**src/rtl/boss_pkg.sv**
```systemverilog
// rtl/boss_pkg.sv - shared boss motion constants and state type
package boss_pkg;

  localparam logic [11:0] SPAWN_X  = 12'd824;
  localparam logic [11:0] GROUND_Y = 12'd600;
  localparam logic [11:0] X_MIN    = 12'd106;
  localparam logic [11:0] X_MAX    = 12'd918;

  localparam logic [4:0] WALK_SPEED = 5'd2;
  localparam logic [4:0] AIR_SPEED  = 5'd3;
  localparam logic [4:0] JUMP_VEL   = 5'd12;

  localparam int WALK_FRAMES     = 120;
  localparam int COOLDOWN_FRAMES = 60;
  localparam int DEADBAND        = 4;

  typedef enum logic [2:0] {
    ST_IDLE,
    ST_WALK,
    ST_JUMP,
    ST_FALL,
    ST_COOLDOWN
  } boss_state_t;

  function automatic logic is_airborne(boss_state_t s);
    return (s == ST_JUMP) || (s == ST_FALL);
  endfunction

endpackage

```
**src/rtl/boss_move_if.sv**
```systemverilog
// rtl/boss_move_if.sv - game-side inputs and renderer-side outputs of the boss mover
interface boss_move_if;

  logic [1:0]  game_active;
  logic        frame_tick;
  logic [11:0] player_x;
  logic [6:0]  boss_hp;
  logic [11:0] boss_x;
  logic [11:0] boss_y;
  logic        boss_airborne;

  modport master (
    output game_active, frame_tick, player_x, boss_hp,
    input  boss_x, boss_y, boss_airborne
  );

  modport slave (
    input  game_active, frame_tick, player_x, boss_hp,
    output boss_x, boss_y, boss_airborne
  );

endinterface

```
**src/rtl/boss_step_x.sv**
```systemverilog
// rtl/boss_step_x.sv - one horizontal step toward a target with deadband and arena clamp
module boss_step_x
  import boss_pkg::*;
(
  input  logic [11:0] cur_x,
  input  logic [11:0] target_x,
  input  logic [4:0]  speed,
  output logic [11:0] next_x
);

  logic [12:0]        cur_u;
  logic [12:0]        tgt_u;
  logic signed [12:0] stepped;

  // Deadband compares are unsigned in 13 bits so player_x+4 cannot wrap.
  always_comb begin
    cur_u   = {1'b0, cur_x};
    tgt_u   = {1'b0, target_x};
    stepped = $signed(cur_u);
    if (tgt_u > cur_u + 13'(DEADBAND)) begin
      stepped = $signed(cur_u) + $signed({8'b0, speed});
    end else if (tgt_u + 13'(DEADBAND) < cur_u) begin
      stepped = $signed(cur_u) - $signed({8'b0, speed});
    end

    if (stepped < $signed({1'b0, X_MIN})) begin
      next_x = X_MIN;
    end else if (stepped > $signed({1'b0, X_MAX})) begin
      next_x = X_MAX;
    end else begin
      next_x = 12'(stepped);
    end
  end

endmodule

```
**src/rtl/boss_move.sv**
```systemverilog
// rtl/boss_move.sv - boss walk/jump/fall/cooldown motion, advanced once per frame tick
module boss_move
  import boss_pkg::*;
(
  input  logic        clk,
  input  logic        rst,
  boss_move_if.slave  bus
);

  boss_state_t state_q, state_d;
  logic [11:0] x_q, x_d;
  logic [11:0] y_q, y_d;
  logic [4:0]  vel_q, vel_d;
  logic [6:0]  walk_q, walk_d;
  logic [5:0]  cd_q, cd_d;
  logic        air_q;
  logic [4:0]  step_speed;
  logic [11:0] step_x;

  assign step_speed = (state_q == ST_WALK) ? WALK_SPEED : AIR_SPEED;

  boss_step_x u_step (
    .cur_x    (x_q),
    .target_x (bus.player_x),
    .speed    (step_speed),
    .next_x   (step_x)
  );

  always_ff @(posedge clk) begin
    if (rst) begin
      state_q <= ST_IDLE;
      x_q     <= SPAWN_X;
      y_q     <= GROUND_Y;
      vel_q   <= '0;
      walk_q  <= '0;
      cd_q    <= '0;
      air_q   <= 1'b0;
    end else begin
      state_q <= state_d;
      x_q     <= x_d;
      y_q     <= y_d;
      vel_q   <= vel_d;
      walk_q  <= walk_d;
      cd_q    <= cd_d;
      air_q   <= is_airborne(state_d);
    end
  end

  // Leaving the game beats everything, then a dead boss freezes, then the tick advances.
  always_comb begin
    state_d = state_q;
    x_d     = x_q;
    y_d     = y_q;
    vel_d   = vel_q;
    walk_d  = walk_q;
    cd_d    = cd_q;
    if (bus.game_active != 2'd1) begin
      state_d = ST_IDLE;
      x_d     = SPAWN_X;
      y_d     = GROUND_Y;
      vel_d   = '0;
      walk_d  = '0;
      cd_d    = '0;
    end else if (bus.boss_hp != '0 && bus.frame_tick) begin
      case (state_q)
        ST_IDLE: state_d = ST_WALK;
        ST_WALK: begin
          x_d = step_x;
          if (walk_q == 7'(WALK_FRAMES - 1)) begin
            walk_d  = '0;
            vel_d   = JUMP_VEL;
            state_d = ST_JUMP;
          end else begin
            walk_d = walk_q + 7'd1;
          end
        end
        ST_JUMP: begin
          x_d   = step_x;
          y_d   = y_q - {7'b0, vel_q};
          vel_d = (vel_q == '0) ? '0 : vel_q - 5'd1;
          if (vel_q <= 5'd1) state_d = ST_FALL;
        end
        ST_FALL: begin
          x_d = step_x;
          if (({1'b0, y_q} + {8'b0, vel_q}) >= {1'b0, GROUND_Y}) begin
            y_d     = GROUND_Y;
            vel_d   = '0;
            cd_d    = '0;
            state_d = ST_COOLDOWN;
          end else begin
            y_d   = y_q + {7'b0, vel_q};
            vel_d = (vel_q >= JUMP_VEL) ? JUMP_VEL : vel_q + 5'd1;
          end
        end
        ST_COOLDOWN: begin
          if (cd_q == 6'(COOLDOWN_FRAMES - 1)) begin
            cd_d    = '0;
            walk_d  = '0;
            state_d = ST_WALK;
          end else begin
            cd_d = cd_q + 6'd1;
          end
        end
        default: state_d = ST_IDLE;
      endcase
    end
  end

  assign bus.boss_x        = x_q;
  assign bus.boss_y        = y_q;
  assign bus.boss_airborne = air_q;

endmodule

```
**src/flat_wrapper.sv**
```systemverilog
// flat-port wrapper written by rule: the top's interface ports become plain ports
module boss_move_flat import boss_pkg::*;
  (clk, rst, bus_game_active, bus_frame_tick, bus_player_x, bus_boss_hp, bus_boss_x, bus_boss_y, bus_boss_airborne);
  boss_move_if bus_i ();
  input  logic clk;
  input  logic rst;
  input wire logic [$bits(bus_i.game_active)-1:0] bus_game_active;
  input wire logic [$bits(bus_i.frame_tick)-1:0] bus_frame_tick;
  input wire logic [$bits(bus_i.player_x)-1:0] bus_player_x;
  input wire logic [$bits(bus_i.boss_hp)-1:0] bus_boss_hp;
  output wire logic [$bits(bus_i.boss_x)-1:0] bus_boss_x;
  output wire logic [$bits(bus_i.boss_y)-1:0] bus_boss_y;
  output wire logic [$bits(bus_i.boss_airborne)-1:0] bus_boss_airborne;
  assign bus_i.game_active = bus_game_active;
  assign bus_i.frame_tick = bus_frame_tick;
  assign bus_i.player_x = bus_player_x;
  assign bus_i.boss_hp = bus_boss_hp;
  assign bus_boss_x = bus_i.boss_x;
  assign bus_boss_y = bus_i.boss_y;
  assign bus_boss_airborne = bus_i.boss_airborne;
  boss_move u_core (.clk(clk), .rst(rst), .bus(bus_i));
endmodule
```
**config.mk**
```make
export PLATFORM = sky130hd
export DESIGN_NAME = boss_move_flat
export DESIGN_NICKNAME = d
export VERILOG_FILES = /design/src/rtl/boss_pkg.sv /design/src/rtl/boss_move_if.sv /design/src/rtl/boss_step_x.sv /design/src/rtl/boss_move.sv /design/src/flat_wrapper.sv
export SDC_FILE = /design/constraint.sdc
export NUM_CORES = 1
export LEC_CHECK = 0
export CAP_MARGIN = 40
export CORE_MARGIN = 4
export CORE_UTILIZATION = 45
export DETAILED_ROUTE_END_ITERATION = 8
export PLACE_DENSITY = 0.64
export SLEW_MARGIN = 20
export SYNTH_ARGS = -nofsm -noshare
export SYNTH_HDL_FRONTEND = slang
export SYNTH_SLANG_ARGS = --single-unit
```
**constraint.sdc**
```tcl
create_clock -name clk -period 5.65 [get_ports clk]
set_input_delay 1.13 -clock clk [delete_from_list [all_inputs] [get_ports clk]]
set_output_delay 1.13 -clock clk [all_outputs]
set_load 0.02 [all_outputs]
```
# Yosys cells after proc, flatten, opt, wreduce, memory -nomap -nowiden
# Index checks and enable logic that the tools add are counted.
[totals] regBits=46
[op_classes] n_addsub=11 magnitude_cmp=7 n_eq_ne=12 muxes=25 reduce_logical=16
[op_table] cell="$mux 12" count=3
[op_table] cell="$add 12x3->13 const B" count=2
[op_table] cell="$add 12x5->13" count=2
[op_table] cell="$mux 13" count=2
[op_table] cell="$pmux 12 s2" count=1
[op_table] cell="$mux 5" count=4
[op_table] cell="$mux 3" count=6
[op_table] cell="$pmux 3 s5" count=1
[op_table] cell="$pmux 5 s3" count=1
[op_table] cell="$mux 7" count=2
[op_table] cell="$pmux 7 s2" count=1
[op_table] cell="$ge 13x10->1 const B" count=1
[op_table] cell="$gt 12x13->1" count=1
[op_table] cell="$gt 13x11->1 const B" count=1
[op_table] cell="$lt 13x12->1" count=1
[op_table] cell="$lt 13x8->1 const B" count=1
[op_table] cell="$sub 12x5->13" count=1
[op_table] cell="$add 12x5->12" count=1
[op_table] cell="$eq 3x2->1 const B" count=4
[op_table] cell="$mux 6" count=2
[op_table] cell="$pmux 6 s2" count=1
[op_table] cell="$sub 12x5->12" count=1
[op_table] cell="$reduce_and 3->1" count=3
[op_table] cell="$add 7x1->7 const B" count=1
[op_table] cell="22 further kinds" count=27

# Logic depth before layout (Yosys ltp)
# Gate-level depths: netlist (run 1).
[depth] depth_word=8 depth_mapped=17 depth_no_buf=16

# By module
# Synthesis (run 1) repeated with hierarchy kept, for this count alone.
[hier_totals] hier_cells=648 area_unflattened_um2=4888.4
[by_module_without_submodules] module="boss_move" n_inst=1 cells_each=386 area_per_inst_um2=3011.6 seq_area_each_um2=920.9
[by_module_without_submodules] module="boss_step_x" n_inst=1 cells_each=262 area_per_inst_um2=1876.8 seq_area_each_um2=0.0

# Worst setup path before layout (run 1)
# No wires, ideal clock.
[synth_timing] path_kind="input -> register" start="input port bus_player_x[2]" end="register u_core.x_q[4] (netlist: u_core.bus.boss_x[4])" setup_ns=0.144 arrival_time_ns=3.999 required_ns=5.506 setup_slack_ns=1.507 stages=15 path_cell_list="ha_1 > nand3_1 > nor2_1 > xor2_1 > ha_1 > o21ai_0 > nor2_1 > or4_1 > a21oi_1 > a41oi_1 > xnor2_1 > and2_1 > a2111oi_4 > nand2b_1 > o221ai_1"
[synth_via] elab_chain_cells=7
[synth_rtl] element="from (decl)" line_no="flat_wrapper.sv:9" rtl="input wire logic [$bits(bus_i.player_x)-1:0] bus_player_x;"
[synth_rtl] element="$add 12x3->13" line_no="boss_step_x.sv:22" rtl="end else if (tgt_u + 13'(DEADBAND) < cur_u) begin"
[synth_rtl] element="$lt 13x12->1" line_no="boss_step_x.sv:22"
[synth_rtl] element="$mux 13" line_no="boss_step_x.sv:22"
[synth_rtl] element="$mux 13 (*)" line_no="boss_step_x.sv:20" rtl="if (tgt_u > cur_u + 13'(DEADBAND)) begin"
[synth_rtl] element="$gt 13x11->1" line_no="boss_step_x.sv:28" rtl="end else if (stepped > $signed({1'b0, X_MAX})) begin"
[synth_rtl] element="$mux 12" line_no="boss_step_x.sv:28"
[synth_rtl] element="$mux 12 (*)" line_no="boss_step_x.sv:26" rtl="if (stepped < $signed({1'b0, X_MIN})) begin"
[synth_rtl] element="to (signal assigned)" line_no="boss_move.sv:32" rtl="x_q <= SPAWN_X;"
[synth_rtl] element="to (signal assigned)" line_no="boss_move.sv:40" rtl="x_q <= x_d;"
[synth_rtl] element="to (decl)" line_no="boss_move.sv:11" rtl="logic [11:0] x_q, x_d;"
# Mark *: on every way between the ends. The rest lies on a longest branch, timed or not.
# A chain may end at the register's enable or synchronous reset.

# Final worst setup path (run 1)
# Ends and elaborated chain as after synthesis.

==> results of run 1 <==
cell usage after synthesis, drive strengths merged (14+ instances only):
master | count | area, sq um
nor2 | 68 | 255.2
dfxtp | 46 | 920.9
ha | 45 | 563.0
o21ai | 44 | 227.7
inv | 40 | 150.1
a21oi | 38 | 209.0
nand3 | 38 | 195.2
nand2 | 34 | 127.6
xnor2 | 23 | 201.4
nor3 | 22 | 126.4
clkbuf | 21 | 78.83
a211oi | 14 | 105.1
final timing paths:
check | to | depth (start not counted) | slack [ns]
worst max-delay path | u_core.bus.boss_x[4] | 16 | 0.70
worst min-delay path | u_core.cd_q[1] | 2 | 0.49
worst max register to register | u_core.bus.boss_x[4] | 15 | 0.99
worst min register to register | u_core.cd_q[1] | 2 | 0.49
state kept, by name (all words and copies together), names as in the netlist:
signal,flops
u_core.bus.boss_x,12
u_core.bus.boss_airborne,1
u_core.vel_q,5
u_core.walk_q,7
u_core.cd_q,6
u_core.state_q,3
u_core.bus.boss_y,12
per-layer routing:
layer,GRT usage [%],vias up
li1,-,2340
met1,32.90,2268
met2,38.03,181
met3,3.493,16
met4,5.877,0
met5,0,-
cells by family after synthesis:
family                     Yosys count  synth area share [%]
adders and majority gates           47                 13.08
DFF                                 46                 19.97
and+or+nand+nor                    243                 27.25
AOI/OAI and AO/OA                  173                 26.16
buffers and inverters               69                 6.160
muxes                                6                 1.303
xor gates and xnor gates            32                 6.079
final cells by class:
cell class / instances / area, sq um
fill: 944 / 4581
multi-input combinational: 501 / 3418
sequential: 46 / 920.9
timing repair buffer: 53 / 518.0
tap: 133 / 166.4
inverter: 40 / 150.1
clock buffer: 6 / 72.57
clock inverter: 2 / 37.54
stage by stage:
stage	util [%]	std cells	hold WS, ns	setup WS [ns]	power [mW]
floorplan	-	616	0.4517	1.507	0.3829
global placement	52.45	773	0.4655	0.6506	0.4166
detailed placement	52.45	773	0.4753	0.4843	0.4183
CTS	53.56	781	0.4882	0.7817	0.6747
global route	53.56	781	0.5230	0.4547	0.6974
finish	53.56	781	0.4904	0.6991	0.6672
worst max-delay path, cell delays in order:
cell,delay (ns)
clkdlybuf4s50_1,0.57
ha_1,0.23
nand3_1,0.12
nor2_1,0.20
nand3_1,0.12
xnor2_1,0.15
ha_1,0.29
and3_1,0.17
o31ai_1,0.11
o21ai_1,0.50
o21ai_0,0.24
a32oi_1,0.40
o21ai_1,0.21
a2111oi_4,0.32
nand2b_1,0.21
o221ai_1,0.13
power breakdown:
part	leakage, nW	total (mW)	switching (mW)	internal, mW
logic	1.42	0.0861	0.0484	0.0377
registers	0.371	0.326	0.00159	0.325
clock network	0.0514	0.255	0.123	0.132
total	1.84	0.667	0.173	0.495
==> impl_metrics.json, run 1 <==
{
  "port-buffer-count": 48,
  "met1_length_mm": 6.330,
  "grt_pass1_vias": 4559,
  "crit_required_ns": 5.83,
  "vias": 4805,
  "r2r_start": "u_core.bus.boss_x[3]",
  "nets": 718,
  "routed_wl_mm": 13.73,
  "row_count": 36,
  "drt-initial-drc-count": 280,
  "cp-end-kind": "flop",
  "synth-edff-count": 0,
  "cts_tree": "yes",
  "die_x_um": 109.2,
  "fmaxAchievable_ghz": 0.2020,
  "synthCells": 616,
  "slew-limit-headroom_pct": 45.60,
  "period_needed_ns": 4.951,
  "setup_tns_ns": 0,
  "setup_violations": 0,
  "overflow": 0,
  "finalMaxSlewViolations": 0,
  "final_design_area_no_fill_sq_um": 5284,
  "route.met2.wl_mm": 6.269,
  "grt_usage_pct": 23.54,
  "cts_resized": 0,
  "clkLatencyLatePin_ns": 0.31,
  "p_leak_nw": 1.843,
  "rsz0062_at_grt": "false",
  "drv_cap": 0,
  "hpwl_mm": 10.43,
  "htreeDepth": 2,
  "post_cts_buffers": 0,
  "wl_per_cell_um": 17.58,
  "layout_commonest_cell": "nor2_1",
  "die-area_sq_um": 11930,
  "clock-sinks": 46,
  "synth_cell_types": 75,
  "coreArea_sq_um": 9864,
  "start_util_pct": 46.74,
  "hold_viol_final": 0,
  "arrival_ns": 5.13,
  "critPathLaunch": "bus_player_x[2]",
  "synthArstFlopShare_pct": 0,
  "drive_gt1_share_pct": 6.173,
  "avgViaCountPerCell": 6.152,
  "n_antenna_cell": 0,
  "drc": 0,
  "mostFrequentLayoutCells": "nor2_1 (68), clkdlybuf4s50_1 (48), dfxtp_1 (46)",
  "crit_type": "in -> reg",
  "dr.pass1.iters": 5,
  "finalCritPeriodShare_pct": 87.63,
  "grt_pass1_wl_mm": 22.67,
  "highest_layer": "met4",
  "grt_max_degree": 32,
  "hold_path.class": "reg -> reg",
  "synth_warnings": 0,
  "powerDensity_nw_per_um2": 126.3,
  "ys.flop_type": "dfxtp_1",
  "path_clk_slew_ns": 0.09,
  "min_from": "u_core.cd_q[1]",
  "dpl_cell_area_sq_um": 5174,
  "cts_root_buf": "clkbuf_8",
  "place_congestion": 0.9079,
  "synth_nets": 687,
  "vdd_drop_max_mv": 0.1130,
  "clk_path_buf_depth": 2,
  "syn2layout_area_growth_pct": 14.60,
  "pin_count": 49,
  "synth_seq_area_share_pct": 19.97,
  "status": "complete, no violations",
  "cts_buffers": 5,
  "die_height_um": 109.2,
  "cts_hold_buf": 0,
  "worstPathMaxFanout": 7,
  "fin_skew_ns": 0.009982,
  "dr_wl_met3_um": 915,
  "antenna_found_initial": 0,
  "syn_area_sq_um": 4611,
  "avgSynthCellArea_sq_um": 7.485,
  "worst_pin_slew_ns": 0.8161,
  "synth_seq_cells": 46,
  "startpoint_type": "primary input",
  "antenna_left": 0
}
(Power assumes the default switching activity.)
==> run 2, diff against run 1 <==
PLACE_DENSITY = 0.63   (was 0.64)
SYNTH_HIERARCHICAL = 1   (was not set)
==> run 2 against run 1 <==
Sequential share of layout area down 0.91 points. Final cell count up 6.0%. Clock skew about the same. Register-to-register slack worse by 0.27 ns. Clock power down 17%. Total power down 1.5%. Fmax down 0.49%. Combinational power up 39%. Routed wire length down 3.4%. Final area up 5.5%. Utilization down 0.28 points. Critical path type unchanged. Critical endpoint is now u_core/bus.boss_x[1].
==> impl_metrics.json, run 2 <==
{
  "dr.pass1.iters": 5,
  "grt_pass1_vias": 4613,
  "drt-initial-drc-count": 456,
  "synth_seq_cells": 46,
  "die_height_um": 112.2,
  "arrival_ns": 5.21,
  "switching_power_mw": 0.1919,
  "vdd_drop_max_mv": 0.07763,
  "yosys.area.top_type": "dfxtp_1",
  "drive_gt1_share_pct": 6.647,
  "synth_seq_area_share_pct": 18.84,
  "mostFrequentLayoutCells": "nand2_1 (63), nor2_1 (54), ha_1 (50)",
  "intPower_mw": 0.4656,
  "drv_cap": 0,
  "final.setup.worst_slack_ns": 0.6747,
  "drc": 0,
  "crit_type": "in -> reg",
  "ys.flop_type": "dfxtp_1",
  "min_from": "u_core/walk_q[1]",
  "cts_root_buf": "clkbuf_8",
  "cts_hold_buf": 0,
  "fmaxAchievable_ghz": 0.2010,
  "cp-end-kind": "flop",
  "worst_pin_slew_ns": 0.7992,
  "dpl_cell_area_sq_um": 5478,
  "row_count": 37,
  "synth_area_leaders": "dfxtp_1 (19%), ha_1 (13%), a21oi_1 (5.0%)",
  "die-area_sq_um": 12590,
  "hold_path.class": "reg -> reg",
  "seqPwrFrac_pct": 49.8,
  "synthArstFlopShare_pct": 0,
  "hpwl_mm": 10.17,
  "antenna_found_initial": 0,
  "slew-limit-headroom_pct": 46.16,
  "fin_skew_ns": 0.009758,
  "p_comb_share_pct": 18.2,
  "grt_max_degree": 20,
  "htreeDepth": 2,
  "pin_count": 49,
  "synth_warnings": 6,
  "place_congestion": 0.8881,
  "r2r_start": "u_core/bus.boss_x[6]",
  "syn2layout_area_growth_pct": 14.05,
  "grt_usage_pct": 20.65,
  "cts_buffers": 5,
  "finalCritPeriodShare_pct": 88.06,
  "coreArea_sq_um": 10460,
  "p_leak_nw": 2.121,
  "cts_tree": "yes",
  "p_clk_share_pct": 32.0,
  "cts_resized": 0,
  "syn_area_sq_um": 4888,
  "rrSetupSlack_ns": 0.72,
  "powerDensity_nw_per_um2": 117.9,
  "synthCells": 648,
  "period_needed_ns": 4.975,
  "n_antenna_cell": 0,
  "setup_violations": 0,
  "die_x_um": 112.2,
  "post_cts_buffers": 0,
  "p_sw_share_pct": 29.18,
  "nets": 769,
  "start_util_pct": 46.72,
  "synth-edff-count": 0,
  "port-buffer-count": 48,
  "final_design_area_no_fill_sq_um": 5575,
  "nFillCells": 1060,
  "rsz0062_at_grt": "false",
  "overflow": 0,
  "clkLatencyLatePin_ns": 0.31,
  "clk_path_buf_depth": 2,
  "antenna_left": 0,
  "finalMaxSlewViolations": 0,
  "worst-r2r-cell-count": 18,
  "grt_pass1_wl_mm": 22.31,
  "hold_depth": 2,
  "startpoint_type": "primary input",
  "path_clk_slew_ns": 0.09,
  "setup_tns_ns": 0,
  "avgSynthCellArea_sq_um": 7.544,
  "crit_required_ns": 5.89,
  "synth_commonest_cells": "nand2_1 (63), nor2_1 (54), ha_1 (50), a21oi_1 (49), dfxtp_1 (46)",
  "hold_viol_final": 0,
  "r2r_end": "u_core/bus.boss_x[1]",
  "synth_top_area_share_pct": 18.84,
  "holdPathEnd": "u_core/walk_q[1]",
  "status": "complete, no violations",
  "preCtsSetupSlack_ns": 0.4230,
  "vias": 4896,
  "worstPathMaxFanout": 7,
  "wl_per_cell_um": 16.02,
  "routed_wl_mm": 13.26,
  "avgViaCountPerCell": 5.913,
  "synth_cell_types": 84,
  "layout_commonest_cell": "nand2_1",
  "clock-sinks": 46,
  "yosysMostFrequentCell": "nand2_1"
}
-- run 2: cell type report --
class / instances / area [sq um] / area share (%)
clock buffer: 6 / 72.57 / 1.302
clock inverter: 2 / 13.76 / 0.2469
tap: 136 / 170.2 / 3.052
multi-input combinational: 539 / 3689 / 66.16
timing repair buffer: 57 / 551.8 / 9.897
sequential: 46 / 920.9 / 16.52
inverter: 42 / 157.7 / 2.828
-- run 2: how the worst max path moves through the flow --
stage | startpoint | end | slack (ns) | depth (start not counted)
2_1_floorplan | bus_player_x[2] | u_core/bus.boss_x[1] | 1.30 | 17
3_3_place_gp | bus_player_x[2] | u_core/bus.boss_x[1] | 0.53 | 18
3_5_place_dp | bus_player_x[2] | u_core/bus.boss_x[1] | 0.42 | 18
4_1_cts | u_core/bus.boss_x[6] | u_core/bus.boss_x[1] | 0.72 | 18
5_1_grt | u_core/bus.boss_x[6] | u_core/bus.boss_x[1] | 0.30 | 18
6_report | bus_player_x[2] | u_core/bus.boss_x[1] | 0.67 | 18
-- run 2: logic make-up after synthesis --
kind of cell             share of synthesized area (%)
AO/OA/AOI/OAI                                    26.77
adder cells (fa/ha/maj)                          14.44
multiplexers                                    0.8446
buffers and inverters                            6.245
XOR/XNOR                                         6.066
other                                           0.2303
flip-flops                                       18.84
AND/OR/NAND/NOR                                  26.57
-- run 2: layer usage --
metal	track usage, %	vias to the layer above	routed length, um
met2	32.86	165	6010
met3	2.965	17	702
met1	29.51	2283	6361
met5	0	-	0
li1	-	2431	-
met4	4.888	0	188
-- run 2: critical path: stages --
cell	delay [ns]
clkdlybuf4s50_1	0.53
ha_1	0.21
nand3_1	0.16
nor2_1	0.22
xnor2_1	0.14
ha_1	0.26
a21oi_1	0.14
nor2b_1	0.07
a311o_1	0.32
or3_1	0.37
nor4_1	0.25
a41oi_1	0.09
xnor2_1	0.21
or4_4	0.52
a22oi_4	0.27
or4_1	0.15
nand2_1	0.05
a21oi_1	0.13
-- run 2: power by group through the flow --
stage	sequential (mW)	clock (mW)	combinational (mW)
after global placement	0.335	0	0.115
after CTS	0.327	0.218	0.118
after global routing	0.328	0.229	0.133
final	0.327	0.211	0.120
after detailed placement	0.335	0	0.117
after floorplan	0.334	0	0.0802
-- run 2: stage by stage --
stage               hold slack (ns)  total power [mW]  utilization (%)  instances
floorplan                    0.4583            0.4142                -        655
global placement             0.4698            0.4499            52.36        819
detailed placement           0.4890            0.4516            52.36        819
CTS                          0.5036            0.6632            53.18        827
global route                 0.5284            0.6899            53.29        828
finish                       0.5033            0.6575            53.29        828
==> run 3, diff against run 2 <==
CAP_MARGIN = 20   (was 40)
CORE_MARGIN = not set   (was 4)
==> run 3 against run 2 <==
Sequential share of layout area hardly changed. Final cell count grew 0.12%. Register-to-register slack gained 0.24 ns. Worst hold slack better by 0.0033 ns. Critical endpoint unchanged. Highest routed layer unchanged.
==> impl_metrics.json, run 3 (synthesis results as in run 2) <==
{
  "dr.pass1.iters": 5,
  "hold_path.class": "reg -> reg",
  "fin_skew_ns": 0.02193,
  "pin_count": 49,
  "mostFrequentLayoutCells": "nand2_1 (63), nor2_1 (54), ha_1 (50)",
  "die_height_um": 106.2,
  "multi_input_area_sq_um": 3689,
  "die_x_um": 106.2,
  "die-area_sq_um": 11280,
  "grt_pass1_vias": 4636,
  "power_mw": 0.6514,
  "hpwl_mm": 10.24,
  "setup_tns_ns": 0,
  "start_util_pct": 46.93,
  "finalCritPeriodShare_pct": 89.37,
  "wl_per_cell_um": 16.00,
  "syn2layout_area_growth_pct": 14.13,
  "status": "complete, no violations",
  "cts_root_buf": "clkbuf_8",
  "nFillCells": 1054,
  "crit_chain": "clkdlybuf4s50_1 -> ha_1 -> nand3_1 -> nor2_1 -> xnor2_1 -> ha_1 -> a21oi_1 -> nor2b_1 -> a311o_1 -> or3_1 -> nor3_1 -> a22oi_4 -> o311ai_1 -> or4_4 -> a22oi_4 -> or4_1 -> nand2_1 -> a21oi_1",
  "arrival_ns": 5.24,
  "antenna_found_initial": 0,
  "cts_buffers": 5,
  "worst_pin_slew_ns": 0.8841,
  "seq_area_sq_um": 920.9,
  "drv_cap": 0,
  "cts_tree": "yes",
  "crit_required_ns": 5.84,
  "p_leak_nw": 2.125,
  "grt_usage_pct": 23.83,
  "coreArea_sq_um": 10420,
  "critPathMaxStageDelay_ns": 0.53,
  "n_antenna_cell": 0,
  "cts_hold_buf": 0,
  "avgViaCountPerCell": 5.894,
  "crit_type": "in -> reg",
  "drt-initial-drc-count": 276,
  "vias": 4886,
  "hold_viol_final": 0,
  "clkLatencyLatePin_ns": 0.31,
  "drive_gt1_share_pct": 6.782,
  "grt_pass1_wl_mm": 22.09,
  "nets": 770,
  "fmaxAchievable_ghz": 0.1980,
  "drc": 0,
  "cp-end-kind": "flop",
  "vdd_drop_max_mv": 0.09230,
  "routed_wl_mm": 13.27,
  "period_needed_ns": 5.050,
  "powerDensity_nw_per_um2": 116.8,
  "htreeDepth": 2,
  "layout_commonest_cell": "nand2_1",
  "row_count": 37,
  "port-buffer-count": 48,
  "path_clk_slew_ns": 0.09,
  "place_congestion": 0.8941,
  "worstPathMaxFanout": 7,
  "overflow": 0,
  "clk_path_buf_depth": 2,
  "clock-sinks": 46,
  "cts_resized": 0,
  "startpoint_type": "primary input",
  "slew-limit-headroom_pct": 40.44,
  "post_cts_buffers": 0,
  "finalHoldWorstSlack_ns": 0.5066,
  "setup_violations": 0,
  "slowest_stage": "clkdlybuf4s50_1",
  "rsz0062_at_grt": "false",
  "finalMaxSlewViolations": 0,
  "grt_max_degree": 20,
  "antenna_left": 0
}
==> run 3: cell types whose count changed in the layout (fill, tap and decap cells not counted) <==
cell   before  now
buf_6       1    0
buf_4       8   10
==> run 3: worst paths after layout <==
path                            slack (ns)  depth (start not counted)                  from                    to
worst max-delay path                  0.60                         18       bus_player_x[2]  u_core/bus.boss_x[1]
worst min-delay path                  0.51                          2      u_core/walk_q[6]      u_core/walk_q[6]
worst max register to register        0.96                         16  u_core/bus.boss_x[5]  u_core/bus.boss_x[1]
worst min register to register        0.51                          2      u_core/walk_q[6]      u_core/walk_q[6]
==> run 3: critical path, delay by kind of cell <==
kind	cells	cell delay, ns
buf+inv	1	0.53
simple gates	8	2.05
xor+xnor	1	0.18
compound gates	6	0.86
fa+ha+maj	2	0.49
==> run 3: layout make-up <==
class / instances / area share [%]
clock buffer: 6 / 1.301
sequential: 46 / 16.51
clock inverter: 2 / 0.2467
tap: 136 / 3.050
inverter: 42 / 2.826
timing repair buffer: 58 / 9.957
multi-input combinational: 539 / 66.11
==> run 3: report_power, final <==
group	total, mW	internal, mW	switching [mW]
combinational	0.120	0.0529	0.0669
clock	0.204	0.0876	0.117
sequential	0.327	0.325	0.00223
total	0.651	0.465	0.186
==> run 3: layer usage <==
metal | wire (um) | vias up | part of all wire [%] | GRT usage [%]
met4 | 227 | 0 | 1.7 | 6.548
met5 | 0 | - | 0 | 0
li1 | - | 2443 | - | -
met1 | 6394 | 2270 | 48 | 32.18
met2 | 6054 | 150 | 46 | 39.89
met3 | 590 | 23 | 4.4 | 2.759
==> run 3: through the flow <==
| stage | setup WS, ns | instance area [sq um] | utilization (%) | cells |
|---|---|---|---|---|
| floorplan | 1.297 | 4915 | - | 655 |
| global placement | 0.5235 | 5493 | 52.73 | 821 |
| detailed placement | 0.3789 | 5493 | 52.73 | 821 |
| CTS | 0.6920 | 5579 | 53.56 | 829 |
| global route | 0.4556 | 5579 | 53.56 | 829 |
| finish | 0.6004 | 5579 | 53.56 | 829 |
